==> config.mk <==
export PLATFORM = sky130hd
export DESIGN_NAME = node_ni_v2
export DESIGN_NICKNAME = d
export VERILOG_FILES = /design/src/rtl/node_ni_v2.sv
export SDC_FILE = /design/constraint.sdc
export NUM_CORES = 1
export LEC_CHECK = 0
export BUFFER_PORTS_ARGS = -buffer_cell sky130_fd_sc_hd__buf_4
export CORE_MARGIN = 10
export CORE_UTILIZATION = 58
export DETAILED_ROUTE_END_ITERATION = 8
export GPL_TIMING_DRIVEN = 0
export PLACE_DENSITY = 0.76
export RECOVER_POWER = 25
export SYNTH_ARGS = -nofsm -noshare
export SYNTH_HDL_FRONTEND = slang
export SYNTH_SLANG_ARGS = --single-unit
==> constraint.sdc <==
create_clock -name clk -period 3.5 [get_ports clk]
set_clock_uncertainty 0.05 [all_clocks]
set_input_delay 0.35 -clock clk [delete_from_list [all_inputs] [get_ports clk]]
set_output_delay 0.35 -clock clk [all_outputs]
set_load 0.02 [all_outputs]
==> src/rtl/node_ni_v2.sv <==
// node_ni_v2 - local network interface for a router node.
//
// Generates rate-controlled single-flit traffic into the router local input
// and sinks/checks flits arriving from the router local output.
//
// Flit layout: {hdr[HDR_SZ], payload[PL_SZ], dest[ADDR_SZ]},
// where payload = {src_id[ADDR_SZ], seq[PL_SZ-ADDR_SZ]}.
//
// Ports
//   clk        node clock
//   reset      asynchronous, active-low reset
//   id         own node address (static after reset)
//   en         injection enable
//   item_out   flit to router local input
//   req        item_out valid
//   ch_busy    router local input cannot accept
//   item_in    flit from router local output
//   valid      item_in valid
//   busy       RX queue full
//   error      sticky check failure
//   led        toggles every 2**LED_SHIFT good received flits
//   tx_count   flits handed to router (wraps)
//   rx_count   flits popped from RX queue (wraps)
//   drop_count injections dropped on a full TX queue (saturates)
//
// Optional feature: define SEQ_CHECK_EN to add a per-source expected-sequence
// table to the receive check.
//
// State table
//   OS_EMPTY  | output register holds nothing, req=0
//   OS_VALID  | output register holds a flit, req=1 until transferred
//   CHK_OK    | no check failure seen since reset
//   CHK_ERR   | a check failure was seen, error=1 until reset

module node_ni_v2 #(
  parameter int ADDR_SZ      = 4,
  parameter int HDR_SZ       = 2,
  parameter int HDR_VAL      = 1,
  parameter int PL_SZ        = 16,
  parameter int INJ_PERIOD   = 8,
  parameter int TXQ_DEPTH    = 4,
  parameter int RXQ_DEPTH    = 4,
  parameter int DRAIN_PERIOD = 1,
  parameter int LED_SHIFT    = 8
) (
  input  logic                              clk,
  input  logic                              reset,
  input  logic [ADDR_SZ-1:0]                id,
  input  logic                              en,
  output logic [HDR_SZ+PL_SZ+ADDR_SZ-1:0]   item_out,
  output logic                              req,
  input  logic                              ch_busy,
  input  logic [HDR_SZ+PL_SZ+ADDR_SZ-1:0]   item_in,
  input  logic                              valid,
  output logic                              busy,
  output logic                              error,
  output logic                              led,
  output logic [19:0]                       tx_count,
  output logic [19:0]                       rx_count,
  output logic [15:0]                       drop_count
);

  localparam int W     = HDR_SZ + PL_SZ + ADDR_SZ;
  localparam int SEQ_W = PL_SZ - ADDR_SZ;
  localparam int PW    = (INJ_PERIOD > 1) ? $clog2(INJ_PERIOD) : 1;
  localparam int DW    = (DRAIN_PERIOD > 1) ? $clog2(DRAIN_PERIOD) : 1;
  localparam int TAW   = $clog2(TXQ_DEPTH);
  localparam int RAW   = $clog2(RXQ_DEPTH);

  localparam logic [PW-1:0]      PCNT_LAST = PW'(INJ_PERIOD - 1);
  localparam logic [PW-1:0]      PCNT_ONE  = PW'(1);
  localparam logic [DW-1:0]      DCNT_LAST = DW'(DRAIN_PERIOD - 1);
  localparam logic [DW-1:0]      DCNT_ONE  = DW'(1);
  localparam logic [TAW:0]       TXQ_FULL  = (TAW+1)'(TXQ_DEPTH);
  localparam logic [TAW:0]       TXC_ONE   = (TAW+1)'(1);
  localparam logic [TAW-1:0]     TXP_ONE   = TAW'(1);
  localparam logic [RAW:0]       RXQ_FULL  = (RAW+1)'(RXQ_DEPTH);
  localparam logic [RAW:0]       RXC_ONE   = (RAW+1)'(1);
  localparam logic [RAW-1:0]     RXP_ONE   = RAW'(1);
  localparam logic [HDR_SZ-1:0]  HDR_CODE  = HDR_SZ'(HDR_VAL);
  localparam logic [ADDR_SZ-1:0] ADDR_ONE  = ADDR_SZ'(1);
  localparam logic [SEQ_W-1:0]   SEQ_ONE   = SEQ_W'(1);

  // ---------------------------------------------------------------------------
  // Injection timer, LFSR destination and sequence number
  // ---------------------------------------------------------------------------
  logic [PW-1:0]      pcnt;
  logic [15:0]        lfsr;
  logic [15:0]        lfsr_next;
  logic [SEQ_W-1:0]   seq;
  logic               tick;
  logic [ADDR_SZ-1:0] dest_raw;
  logic [ADDR_SZ-1:0] dest_sel;
  logic [W-1:0]       new_flit;

  assign tick      = en && (pcnt == PCNT_LAST);
  // Galois-free right-shift form of x^16+x^14+x^13+x^11+1
  assign lfsr_next = {lfsr[0] ^ lfsr[2] ^ lfsr[3] ^ lfsr[5], lfsr[15:1]};
  assign dest_raw  = lfsr_next[ADDR_SZ-1:0];
  // never address ourselves
  assign dest_sel  = (dest_raw == id) ? (dest_raw ^ ADDR_ONE) : dest_raw;
  assign new_flit  = {HDR_CODE, id, seq, dest_sel};

  // ---------------------------------------------------------------------------
  // TX queue + output register
  // ---------------------------------------------------------------------------
  typedef enum logic [0:0] {OS_EMPTY, OS_VALID} os_state_t;

  os_state_t      os_state;
  logic [W-1:0]   txq [TXQ_DEPTH];
  logic [TAW-1:0] tx_wr;
  logic [TAW-1:0] tx_rd;
  logic [TAW:0]   tx_cnt;
  logic           xfer;
  logic           out_free;
  logic           txq_pop;
  logic           txq_push;
  logic           push_ok;
  logic           bypass;
  logic           drop;

  assign xfer     = req && !ch_busy;
  assign out_free = (os_state == OS_EMPTY) || xfer;
  assign txq_pop  = xfer && (tx_cnt != '0);
  // a pop in the same cycle frees a slot, so a full queue can still accept
  assign push_ok  = tick && ((tx_cnt != TXQ_FULL) || txq_pop);
  // output register empty (or emptying) with nothing queued: load it directly
  // so req rises the cycle after the tick
  assign bypass   = push_ok && out_free && (tx_cnt == '0);
  assign txq_push = push_ok && !bypass;
  assign drop     = tick && !push_ok;

  always_ff @(posedge clk or negedge reset) begin
    if (!reset) begin
      pcnt       <= '0;
      lfsr       <= 16'hACE1;
      seq        <= '0;
      drop_count <= '0;
    end else begin
      if (en) begin
        pcnt <= (pcnt == PCNT_LAST) ? '0 : pcnt + PCNT_ONE;
      end
      if (tick) begin
        lfsr <= lfsr_next;
      end
      if (push_ok) begin
        seq <= seq + SEQ_ONE;
      end
      if (drop && (drop_count != 16'hFFFF)) begin
        drop_count <= drop_count + 16'd1;
      end
    end
  end

  always_ff @(posedge clk) begin
    if (txq_push) begin
      txq[tx_wr] <= new_flit;
    end
  end

  always_ff @(posedge clk or negedge reset) begin
    if (!reset) begin
      tx_wr  <= '0;
      tx_rd  <= '0;
      tx_cnt <= '0;
    end else begin
      if (txq_push) tx_wr <= tx_wr + TXP_ONE;
      if (txq_pop)  tx_rd <= tx_rd + TXP_ONE;
      case ({txq_push, txq_pop})
        2'b10:   tx_cnt <= tx_cnt + TXC_ONE;
        2'b01:   tx_cnt <= tx_cnt - TXC_ONE;
        default: tx_cnt <= tx_cnt;
      endcase
    end
  end

  always_ff @(posedge clk or negedge reset) begin
    if (!reset) begin
      os_state <= OS_EMPTY;
      req      <= 1'b0;
      item_out <= '0;
      tx_count <= '0;
    end else begin
      case (os_state)
        OS_EMPTY: begin
          if (bypass) begin
            item_out <= new_flit;
            req      <= 1'b1;
            os_state <= OS_VALID;
          end
        end
        OS_VALID: begin
          if (xfer) begin
            tx_count <= tx_count + 20'd1;
            if (txq_pop) begin
              item_out <= txq[tx_rd];
            end else if (bypass) begin
              item_out <= new_flit;
            end else begin
              req      <= 1'b0;
              os_state <= OS_EMPTY;
            end
          end
        end
        default: begin
          req      <= 1'b0;
          os_state <= OS_EMPTY;
        end
      endcase
    end
  end

  // ---------------------------------------------------------------------------
  // RX queue and drain timer
  // ---------------------------------------------------------------------------
  logic [W-1:0]   rxq [RXQ_DEPTH];
  logic [RAW-1:0] rx_wr;
  logic [RAW-1:0] rx_rd;
  logic [RAW:0]   rx_cnt;
  logic [DW-1:0]  dcnt;
  logic           accept;
  logic           pop;
  logic [W-1:0]   rx_head;

  assign busy    = (rx_cnt == RXQ_FULL);
  assign accept  = valid && !busy;
  assign pop     = (rx_cnt != '0) && (dcnt == DCNT_LAST);
  assign rx_head = rxq[rx_rd];

  always_ff @(posedge clk) begin
    if (accept) begin
      rxq[rx_wr] <= item_in;
    end
  end

  // drain timer only runs while something is queued, so the first pop comes
  // DRAIN_PERIOD cycles after the queue turns non-empty
  always_ff @(posedge clk or negedge reset) begin
    if (!reset) begin
      rx_wr  <= '0;
      rx_rd  <= '0;
      rx_cnt <= '0;
      dcnt   <= '0;
    end else begin
      if (accept) rx_wr <= rx_wr + RXP_ONE;
      if (pop)    rx_rd <= rx_rd + RXP_ONE;
      case ({accept, pop})
        2'b10:   rx_cnt <= rx_cnt + RXC_ONE;
        2'b01:   rx_cnt <= rx_cnt - RXC_ONE;
        default: rx_cnt <= rx_cnt;
      endcase
      if ((rx_cnt == '0) || (dcnt == DCNT_LAST)) begin
        dcnt <= '0;
      end else begin
        dcnt <= dcnt + DCNT_ONE;
      end
    end
  end

  // ---------------------------------------------------------------------------
  // Receive check
  // ---------------------------------------------------------------------------
  logic [HDR_SZ-1:0]  rx_hdr;
  logic [ADDR_SZ-1:0] rx_dest;
  logic               seq_bad;
  logic               flit_bad;

  assign rx_hdr  = rx_head[W-1 -: HDR_SZ];
  assign rx_dest = rx_head[ADDR_SZ-1:0];

`ifdef SEQ_CHECK_EN
  localparam int NUM_NODES = 2 ** ADDR_SZ;

  logic [ADDR_SZ-1:0]   rx_src;
  logic [SEQ_W-1:0]     rx_seq;
  logic [NUM_NODES-1:0] seen;
  logic [SEQ_W-1:0]     exp_seq [NUM_NODES];

  assign rx_src  = rx_head[ADDR_SZ+PL_SZ-1 -: ADDR_SZ];
  assign rx_seq  = rx_head[ADDR_SZ +: SEQ_W];
  // first flit from a source only initialises its entry
  assign seq_bad = seen[rx_src] && (rx_seq != exp_seq[rx_src]);

  always_ff @(posedge clk or negedge reset) begin
    if (!reset) begin
      seen <= '0;
      for (int i = 0; i < NUM_NODES; i++) begin
        exp_seq[i] <= '0;
      end
    end else if (pop) begin
      seen[rx_src]    <= 1'b1;
      exp_seq[rx_src] <= rx_seq + SEQ_ONE;
    end
  end
`else
  logic unused_payload;

  assign seq_bad        = 1'b0;
  assign unused_payload = ^rx_head[ADDR_SZ +: PL_SZ];
`endif

  assign flit_bad = (rx_hdr != HDR_CODE) || (rx_dest != id) || seq_bad;

  typedef enum logic [0:0] {CHK_OK, CHK_ERR} chk_state_t;

  chk_state_t  chk_state;
  logic [19:0] rx_count_nxt;

  assign rx_count_nxt = rx_count + 20'd1;

  always_ff @(posedge clk or negedge reset) begin
    if (!reset) begin
      chk_state <= CHK_OK;
      error     <= 1'b0;
      led       <= 1'b0;
      rx_count  <= '0;
    end else if (pop) begin
      rx_count <= rx_count_nxt;
      case (chk_state)
        CHK_OK: begin
          if (flit_bad) begin
            chk_state <= CHK_ERR;
            error     <= 1'b1;
          end
        end
        CHK_ERR: begin
          error <= 1'b1;
        end
        default: begin
          chk_state <= CHK_ERR;
          error     <= 1'b1;
        end
      endcase
      if (!flit_bad && (rx_count_nxt[LED_SHIFT-1:0] == '0)) begin
        led <= ~led;
      end
    end
  end

endmodule
==> metrics, run 1 <==
Slew Viols, Final 65; Worst-Margin Slew 1.74 ns; Critical Path Start pcnt[0]; Final nets 871; final hold viol count 0; Synth Flop Type dfrtp_1; Slew headroom -15.7%; Crit path arrival time 3.31 ns; RSZ-0062 raised after global routing no; CP endpoint kind flip-flop; Sequential Power Share 47.5%; Clock Power Share 30.4%; n_diodes 0; I/O pins 113; clock latency at the later pin of the worst-skew pair 0.50 ns; pwr/cell area 660 mW/mm^2; CP cell instances ha_1 -> ha_1 -> nand2_1 -> a31oi_2 -> inv_1 -> nor2_1 -> inv_1 -> ha_1 -> inv_1 -> fa_1 -> mux2i_1; Peak supply drop 0.470 mV; area delta synth->final 18.2%; wire per inst 18.2 um; die footprint 0.0223 mm^2; max-cap violation count 1; die height 149 um; initial antenna violation count 0; Post-DP HPWL 12.8 mm; total CTS buffers 24; FF-to-FF path depth 11; DR vias 5798; Multi-input gate area 0.00316 mm^2; Starting Density 58.9%; ys async rst share 55.4%; Avg Cell Area, Syn 14.0 um^2; Synth Warn # 0; Slowest-stage cell, CP a31oi_2; adder-cell share of the synthesized area 2.61%; Filler cells 1136; PortBufs 96; largest net degree at the start of global routing 66; Tcrit/Tclk final 83.8%; FP Rows 47; DRC violation count after routing 0; Setup TNS 0 ns; Hold Path Class primary input to flip-flop; CP max stage delay 0.44 ns; Worst-path clk slew 0.06 ns; share of cells above drive strength 1 20.7%; first-pass iteration count of the detailed router 6; Die W 149 um; first-pass GRT wire length 31.5 mm; GR Util All Layers 17.5%; fmax 341 MHz; number of synthesized flops with an enable pin 104; post-route core utilization 69.6%; violated checks capacitance limit, slew limit; Final setup viols 0; Internal Power 5350 uW; synthesized area 0.00970 mm^2; switching share of power 29.3%; Max Buffers Root-to-Sink 3; combinational power share 22.1%; Final Critical Period 2.93 ns; critical path launch point type flip-flop; Synth Area in XOR/XNOR 8.12%; WL final 19.3 mm; Sw Pwr 2210 uW; TritonCTS Sinks 233; proportion of synthesized area in mux cells 8.82%; ANT nets after route 0; Simple-Gate Fraction of Synth Area 10.3%; total nets after synthesis 741; vias in the first global route 6157; Synth Area in Compound Gates 2.70%; largest family of logic cells by synthesized area simple AND/OR/NAND/NOR gates; Setup CP Type flip-flop to flip-flop; CP required 3.88 ns; Congestion Overflow GR 0; Crit Path Max Fanout 10; synthesized instance count 691; area occupied by registers 0.00636 mm^2; Hold Path Depth 2; 1st-iter DRT viols 364; H-tree levels 1; commonest non-fill, non-tap cell in the layout dfrtp_1; internal reg-to-reg setup slack 0.57 ns; RR Startpoint pcnt[0]; outcome complete, but fails checks; Cell variety after synth 43; CTS tree yes; commonest non-fill, non-tap cells in the layout dfrtp_1 (121), edfxtp_1 (104), nand2_1 (102); routed vias/inst 5.47; Root Driver clkbuf_16; sequential area share after synthesis 65.6%; core region area 0.0165 mm^2; Worst Min Path Start en; post-synthesis register bit count 233; Static Leakage 0.00483 uW; routability cong. 0.819
[critical path, delay by kind of cell, from the launching register on]
family          cells  cell delay, ns
fa+ha+maj           4            0.97
buf+inv             3            0.32
compound gates      1            0.44
simple gates        2            0.57
flops               1            0.36
mux                 1            0.15
[cell usage after synthesis, drive strengths merged (2+ instances only)]
cell type  number  share of area, %
nor2           17              0.66
edfxtp        104                32
dfstp           8               2.2
nand4          13              0.84
o31ai           2              0.15
buf             9              0.67
nand3          18              0.93
a21oi           3              0.15
nand2b          4              0.26
clkbuf         12              0.46
o2111ai         2              0.18
mux2i          27               2.8
inv            19              0.74
nor3            7              0.41
and3           17               1.1
and2           13              0.84
dfrtp         121                31
mux2            8              0.93
o21ai          28               1.4
xor2           28               2.5
fa              2              0.41
a21o            2              0.17
or3             4              0.26
and4            6              0.54
o21a            2              0.15
nor2b           2              0.13
nand2         102               3.9
xnor2          62               5.6
ha             17               2.2
a31oi           3              0.26
mux4           22               5.1
[registers in the layout, indices dropped and copies added, names as in the netlist, 2 cells and up]
signal	count
seq	12
pcnt	3
rx_rd	2
tx_cnt	3
rx_count	20
rx_cnt	3
txq	80
item_out	22
rxq	24
tx_wr	2
tx_count	20
lfsr	16
drop_count	16
rx_wr	2
tx_rd	2
[stage by stage]
step	hold WS (ns)	power, uW	area [um^2]	worst slack [ns]	cells
floorplan	0.00441	4730	9700	1.01	691
global placement	0.386	5220	10700	0.315	1007
detailed placement	0.343	5330	10700	0.219	1008
CTS	0.0293	7650	11500	0.163	1059
global route	0.0740	7960	11500	0.199	1059
finish	0.0830	7560	11500	0.566	1059
[power by group through the flow]
stage	Combinational [uW]	Clock, uW	Sequential (uW)
floorplan	1020	0	3710
finish	1670	2300	3590
global route	1870	2450	3640
detailed placement	1690	0	3640
global placement	1610	0	3600
CTS	1720	2340	3590
[area by class of cell]
type,instances,area share [%]
clock buffer,30,5.62
buffer,21,0.960
inverter,19,0.622
multi-input combinational,418,27.6
tap,220,2.40
clock inverter,14,0.535
sequential,233,55.5
timing repair buffer,104,6.79
[repair_timing]
action / CTS / global route
endpoints found under the setup margin: 0 / 80
hold buffers: 7 / 0
setup buffers: 0 / 0
gates resized for setup: 0 / 4
hold endpoints to repair: 88 / 0
[final timing paths]
| path | to |
|---|---|
| min | pcnt[2] |
| max reg2reg | tx_cnt[1] |
| min in group asynchronous | item_out[14] |
| max | tx_cnt[1] |
| max in group asynchronous | lfsr[5] |
| min reg2reg | lfsr[5] |
[metal layers]
| metal | up-vias | global-route usage (%) | routed length (um) |
|---|---|---|---|
| met5 | - | 0 | 0 |
| met4 | 0 | 4.51 | 297 |
| met3 | 24 | 3.88 | 1230 |
| met2 | 158 | 30.0 | 10200 |
| met1 | 2912 | 22.1 | 7620 |
| li1 | 2704 | - | - |
[kinds of logic (layout without fill, tap and decap cells)]
family          Yosys count  after routing
xor+xnor                 90             90
flops                   233            233
fa+ha+maj                19             19
simple gates            207            207
other cells               1              1
mux                      57             57
compound gates           44             44
buf+inv                  40            188
(Power assumes the default switching activity.)
==> run 2, diff against run 1 <==
--- a/config.mk
+++ b/config.mk
@@ -5,6 +5,7 @@
 export SDC_FILE = /design/constraint.sdc
 export NUM_CORES = 1
 export LEC_CHECK = 0
+export ABC_AREA = 1
 export BUFFER_PORTS_ARGS = -buffer_cell sky130_fd_sc_hd__buf_4
 export CORE_MARGIN = 10
 export CORE_UTILIZATION = 58
==> constraint.sdc (replaced) <==
create_clock -name clk -period 2.9 [get_ports clk]
set_clock_uncertainty 0.05 [all_clocks]
set_input_delay 0.29 -clock clk [delete_from_list [all_inputs] [get_ports clk]]
set_output_delay 0.29 -clock clk [all_outputs]
set_load 0.02 [all_outputs]
==> run 2 against run 1 <==
Effect of this change:
- the run now ends clean
- register-to-register slack lost 0.33 ns
- count of clock-buffer cells in the layout shrank 4
- combinational power grew 74%
- flip-flop and latch count is the same
- utilization grew 1.1 points
- synthesized cell count grew 35%
==> metrics, run 2 <==
Setup CP Type flip-flop to flip-flop (unchanged); WL final 21.2 mm (was 19.3 mm); commonest non-fill, non-tap cells in the layout nand2_1 (137), nor2_1 (126), dfrtp_1 (121) (was dfrtp_1 (121), edfxtp_1 (104), nand2_1 (102)); Root Driver clkbuf_16 (unchanged); die footprint 0.0231 mm^2 (was 0.0223 mm^2); I/O pins 113 (unchanged); CP required 3.07 ns (was 3.88 ns); first-pass GRT wire length 35.7 mm (was 31.5 mm); CTS tree yes (unchanged); total nets after synthesis 986 (was 741); RSZ-0062 raised after global routing no (unchanged); Area contributors post-synth edfxtp_1 (31%), dfrtp_1 (30%), nand2_1 (5.1%) (was edfxtp_1 (32%), dfrtp_1 (31%), xnor2_1 (5.6%)); Buf/Inv on CP 4 (was 3); Final Critical Period 2.66 ns (was 2.93 ns); Synth top cells by count nand2_1 (137), nor2_1 (130), dfrtp_1 (121) (was dfrtp_1 (121), edfxtp_1 (104), nand2_1 (102)); share of cells above drive strength 1 19.2% (was 20.7%); most numerous cell in the Yosys netlist nand2_1 (was dfrtp_1); first-pass iteration count of the detailed router 6 (unchanged); Final nets 1125 (was 871); ys async rst share 55.4% (unchanged); CP max stage delay 0.51 ns (was 0.44 ns); final hold viol count 0 (unchanged); area delta synth->final 20.0% (was 18.2%); sequential area share after synthesis 62.9% (was 65.6%); number of synthesized flops with an enable pin 104 (unchanged); Largest register FFs 80 (unchanged); post-synth top area share 30.9% (was 32.2%); n_diodes 0 (unchanged); ANT nets after route 0 (unchanged); Slew headroom 13.9% (was -15.7%); Final Non-Filler Cells 1318 (was 1059); Place WS 0.130 ns (was 0.219 ns); Congestion Overflow GR 0 (unchanged); Filler cells 1291 (was 1136); largest net degree at the start of global routing 82 (was 66); clock latency at the later pin of the worst-skew pair 0.52 ns (was 0.50 ns); Hold Path Class primary input to flip-flop (unchanged); Static Leakage 0.00541 uW (was 0.00483 uW); commonest non-fill, non-tap cell in the layout nand2_1 (was dfrtp_1); die height 152 um (was 149 um); pwr/cell area 882 mW/mm^2 (was 660 mW/mm^2); H-tree levels 1 (unchanged); FP Rows 48 (was 47); Starting Density 58.9% (about the same); Synth Flop Type dfrtp_1 (unchanged); Max Buffers Root-to-Sink 3 (unchanged); DR top layer met4 (unchanged); Cell variety after synth 44 (was 43); Tot Pwr 10700 uW (was 7560 uW); synthesized instance count 936 (was 691); Top Registers txq: 80 flops, rxq: 24 flops, item_out: 22 flops (unchanged); Synth area leader edfxtp_1 (unchanged); Avg Cell Area, Syn 10.8 um^2 (was 14.0 um^2); critical path launch point type flip-flop (unchanged); met2 WL 10.9 mm (was 10.2 mm); placed insts 1262 (was 1008); final worst slack 0.239 ns (was 0.566 ns); outcome complete, no violations (was complete, but fails checks); Crit Path Max Fanout 11 (was 10); DRC violation count after routing 0 (unchanged); Post-DP HPWL 14.1 mm (was 12.8 mm); wire per inst 16.1 um (was 18.2 um); 1st-iter DRT viols 469 (was 364); Slowest-stage cell, CP nor2_2 (was a31oi_2); post-synthesis register bit count 233 (unchanged); Crit path arrival time 2.83 ns (was 3.31 ns); M1 WL 8.80 mm (was 7.62 mm); routed length on met3 1.11 mm (was 1.23 mm); placed instance area 0.0112 mm^2 (was 0.0107 mm^2); PortBufs 96 (unchanged); most frequent CP cell ha_1; synthesized area 0.0101 mm^2 (was 0.00970 mm^2); Peak supply drop 0.695 mV (was 0.470 mV); Reg with most FFs txq (unchanged); Setup TNS 0 ns (unchanged); CP cell instances ha_1 -> ha_1 -> nand2_2 -> buf_4 -> nor2_1 -> nand2_1 -> inv_2 -> nor2_4 -> inv_4 -> nor2_2 -> buf_8 (was ha_1 -> ha_1 -> nand2_1 -> a31oi_2 -> inv_1 -> nor2_1 -> inv_1 -> ha_1 -> inv_1 -> fa_1 -> mux2i_1); Worst-Margin Slew 1.29 ns (was 1.74 ns); delay-heaviest family, CP simple AND/OR/NAND/NOR gates (was adder cells); routed vias/inst 5.25 (was 5.47); initial antenna violation count 0 (unchanged); Tcrit/Tclk final 91.8% (was 83.8%); Die W 152 um (was 149 um); vias in the first global route 7226 (was 6157); max-cap violation count 0 (was 1); total CTS buffers 24 (unchanged); GR Util All Layers 18.1% (was 17.5%); number of setup buffers added after CTS 0 (unchanged); Final Instance Area 0.0121 mm^2 (was 0.0115 mm^2); Worst-path clk slew 0.07 ns (was 0.06 ns); Final setup viols 0 (unchanged); routability cong. 0.818 (was 0.819); TritonCTS Sinks 233 (unchanged); DR vias 6925 (was 5798); Synth Warn # 0 (unchanged); core region area 0.0172 mm^2 (was 0.0165 mm^2); Slew Viols, Final 0 (was 65); CP endpoint kind flip-flop (unchanged); fmax 376 MHz (was 341 MHz)
-- run 2: cell type report --
class / instances / area (um^2) / area share [%]
repair buffers: 113 / 888 / 7.32
flip-flops and latches: 233 / 6360 / 52.4
multi-input cells: 584 / 3300 / 27.2
well taps: 225 / 282 / 2.32
clock inverters: 18 / 230 / 1.90
plain buffers: 25 / 114 / 0.938
clock buffers: 26 / 608 / 5.01
inverters: 94 / 357 / 2.94
-- run 2: worst min-delay path, delay by kind of cell --
| family | cells | cell delay, ns |
|---|---|---|
| xor gates and xnor gates | 1 | 0.08 |
| buffers and inverters | 1 | 0.09 |
| and+or+nand+nor | 2 | 0.17 |
-- run 2: cell families after synthesis --
group | Yosys count | share of synthesized area (%)
other cells | 1 | 0.0371
fa+ha+maj | 19 | 2.50
mux | 3 | 0.334
compound gates | 118 | 6.44
flops | 233 | 62.9
xor+xnor | 67 | 5.80
buf+inv | 119 | 4.63
simple gates | 376 | 17.4
-- run 2: final timing paths --
path | startpoint | end | slack [ns] | cells after the start
max | pcnt[0] | txq[0][4] | 0.24 | 11
max in group asynchronous | reset | lfsr[10] | 1.22 | 3
min reg2reg | lfsr[11] | lfsr[10] | 0.42 | 2
min | ch_busy | tx_count[0] | 0.11 | 4
min in group asynchronous | reset | item_out[13] | 0.53 | 2
max reg2reg | pcnt[0] | txq[0][4] | 0.24 | 11
-- run 2: report_power, final --
part	leakage, uW	switching (uW)	total, uW	internal, uW
clock	0.000414	1280	3250	1970
combinational	0.00241	1820	2900	1080
sequential	0.00258	445	4570	4120
total	0.00541	3540	10700	7170
-- run 2: per-stage QoR --
step / util [%] / hold WS, ns
after floorplan: - / -0.0556
after global placement: 64.7 / 0.400
after detailed placement: 65.3 / 0.207
after CTS: 70.9 / 0.101
after global routing: 70.7 / 0.126
final: 70.7 / 0.106
-- run 2: what timing repair did --
| action | in CTS | in global routing |
|---|---|---|
| endpoints found under the setup margin | 0 | 49 |
| hold endpoints to repair | 89 | 0 |
| gates resized for setup | 0 | 4 |
| hold buffers | 12 | 0 |
-- run 2: per-layer routing --
| layer | global-route usage, % | vias up |
|---|---|---|
| met5 | 0 | - |
| met4 | 5.36 | 0 |
| met3 | 3.13 | 38 |
| met2 | 31.7 | 195 |
| met1 | 22.5 | 3305 |
| li1 | - | 3387 |
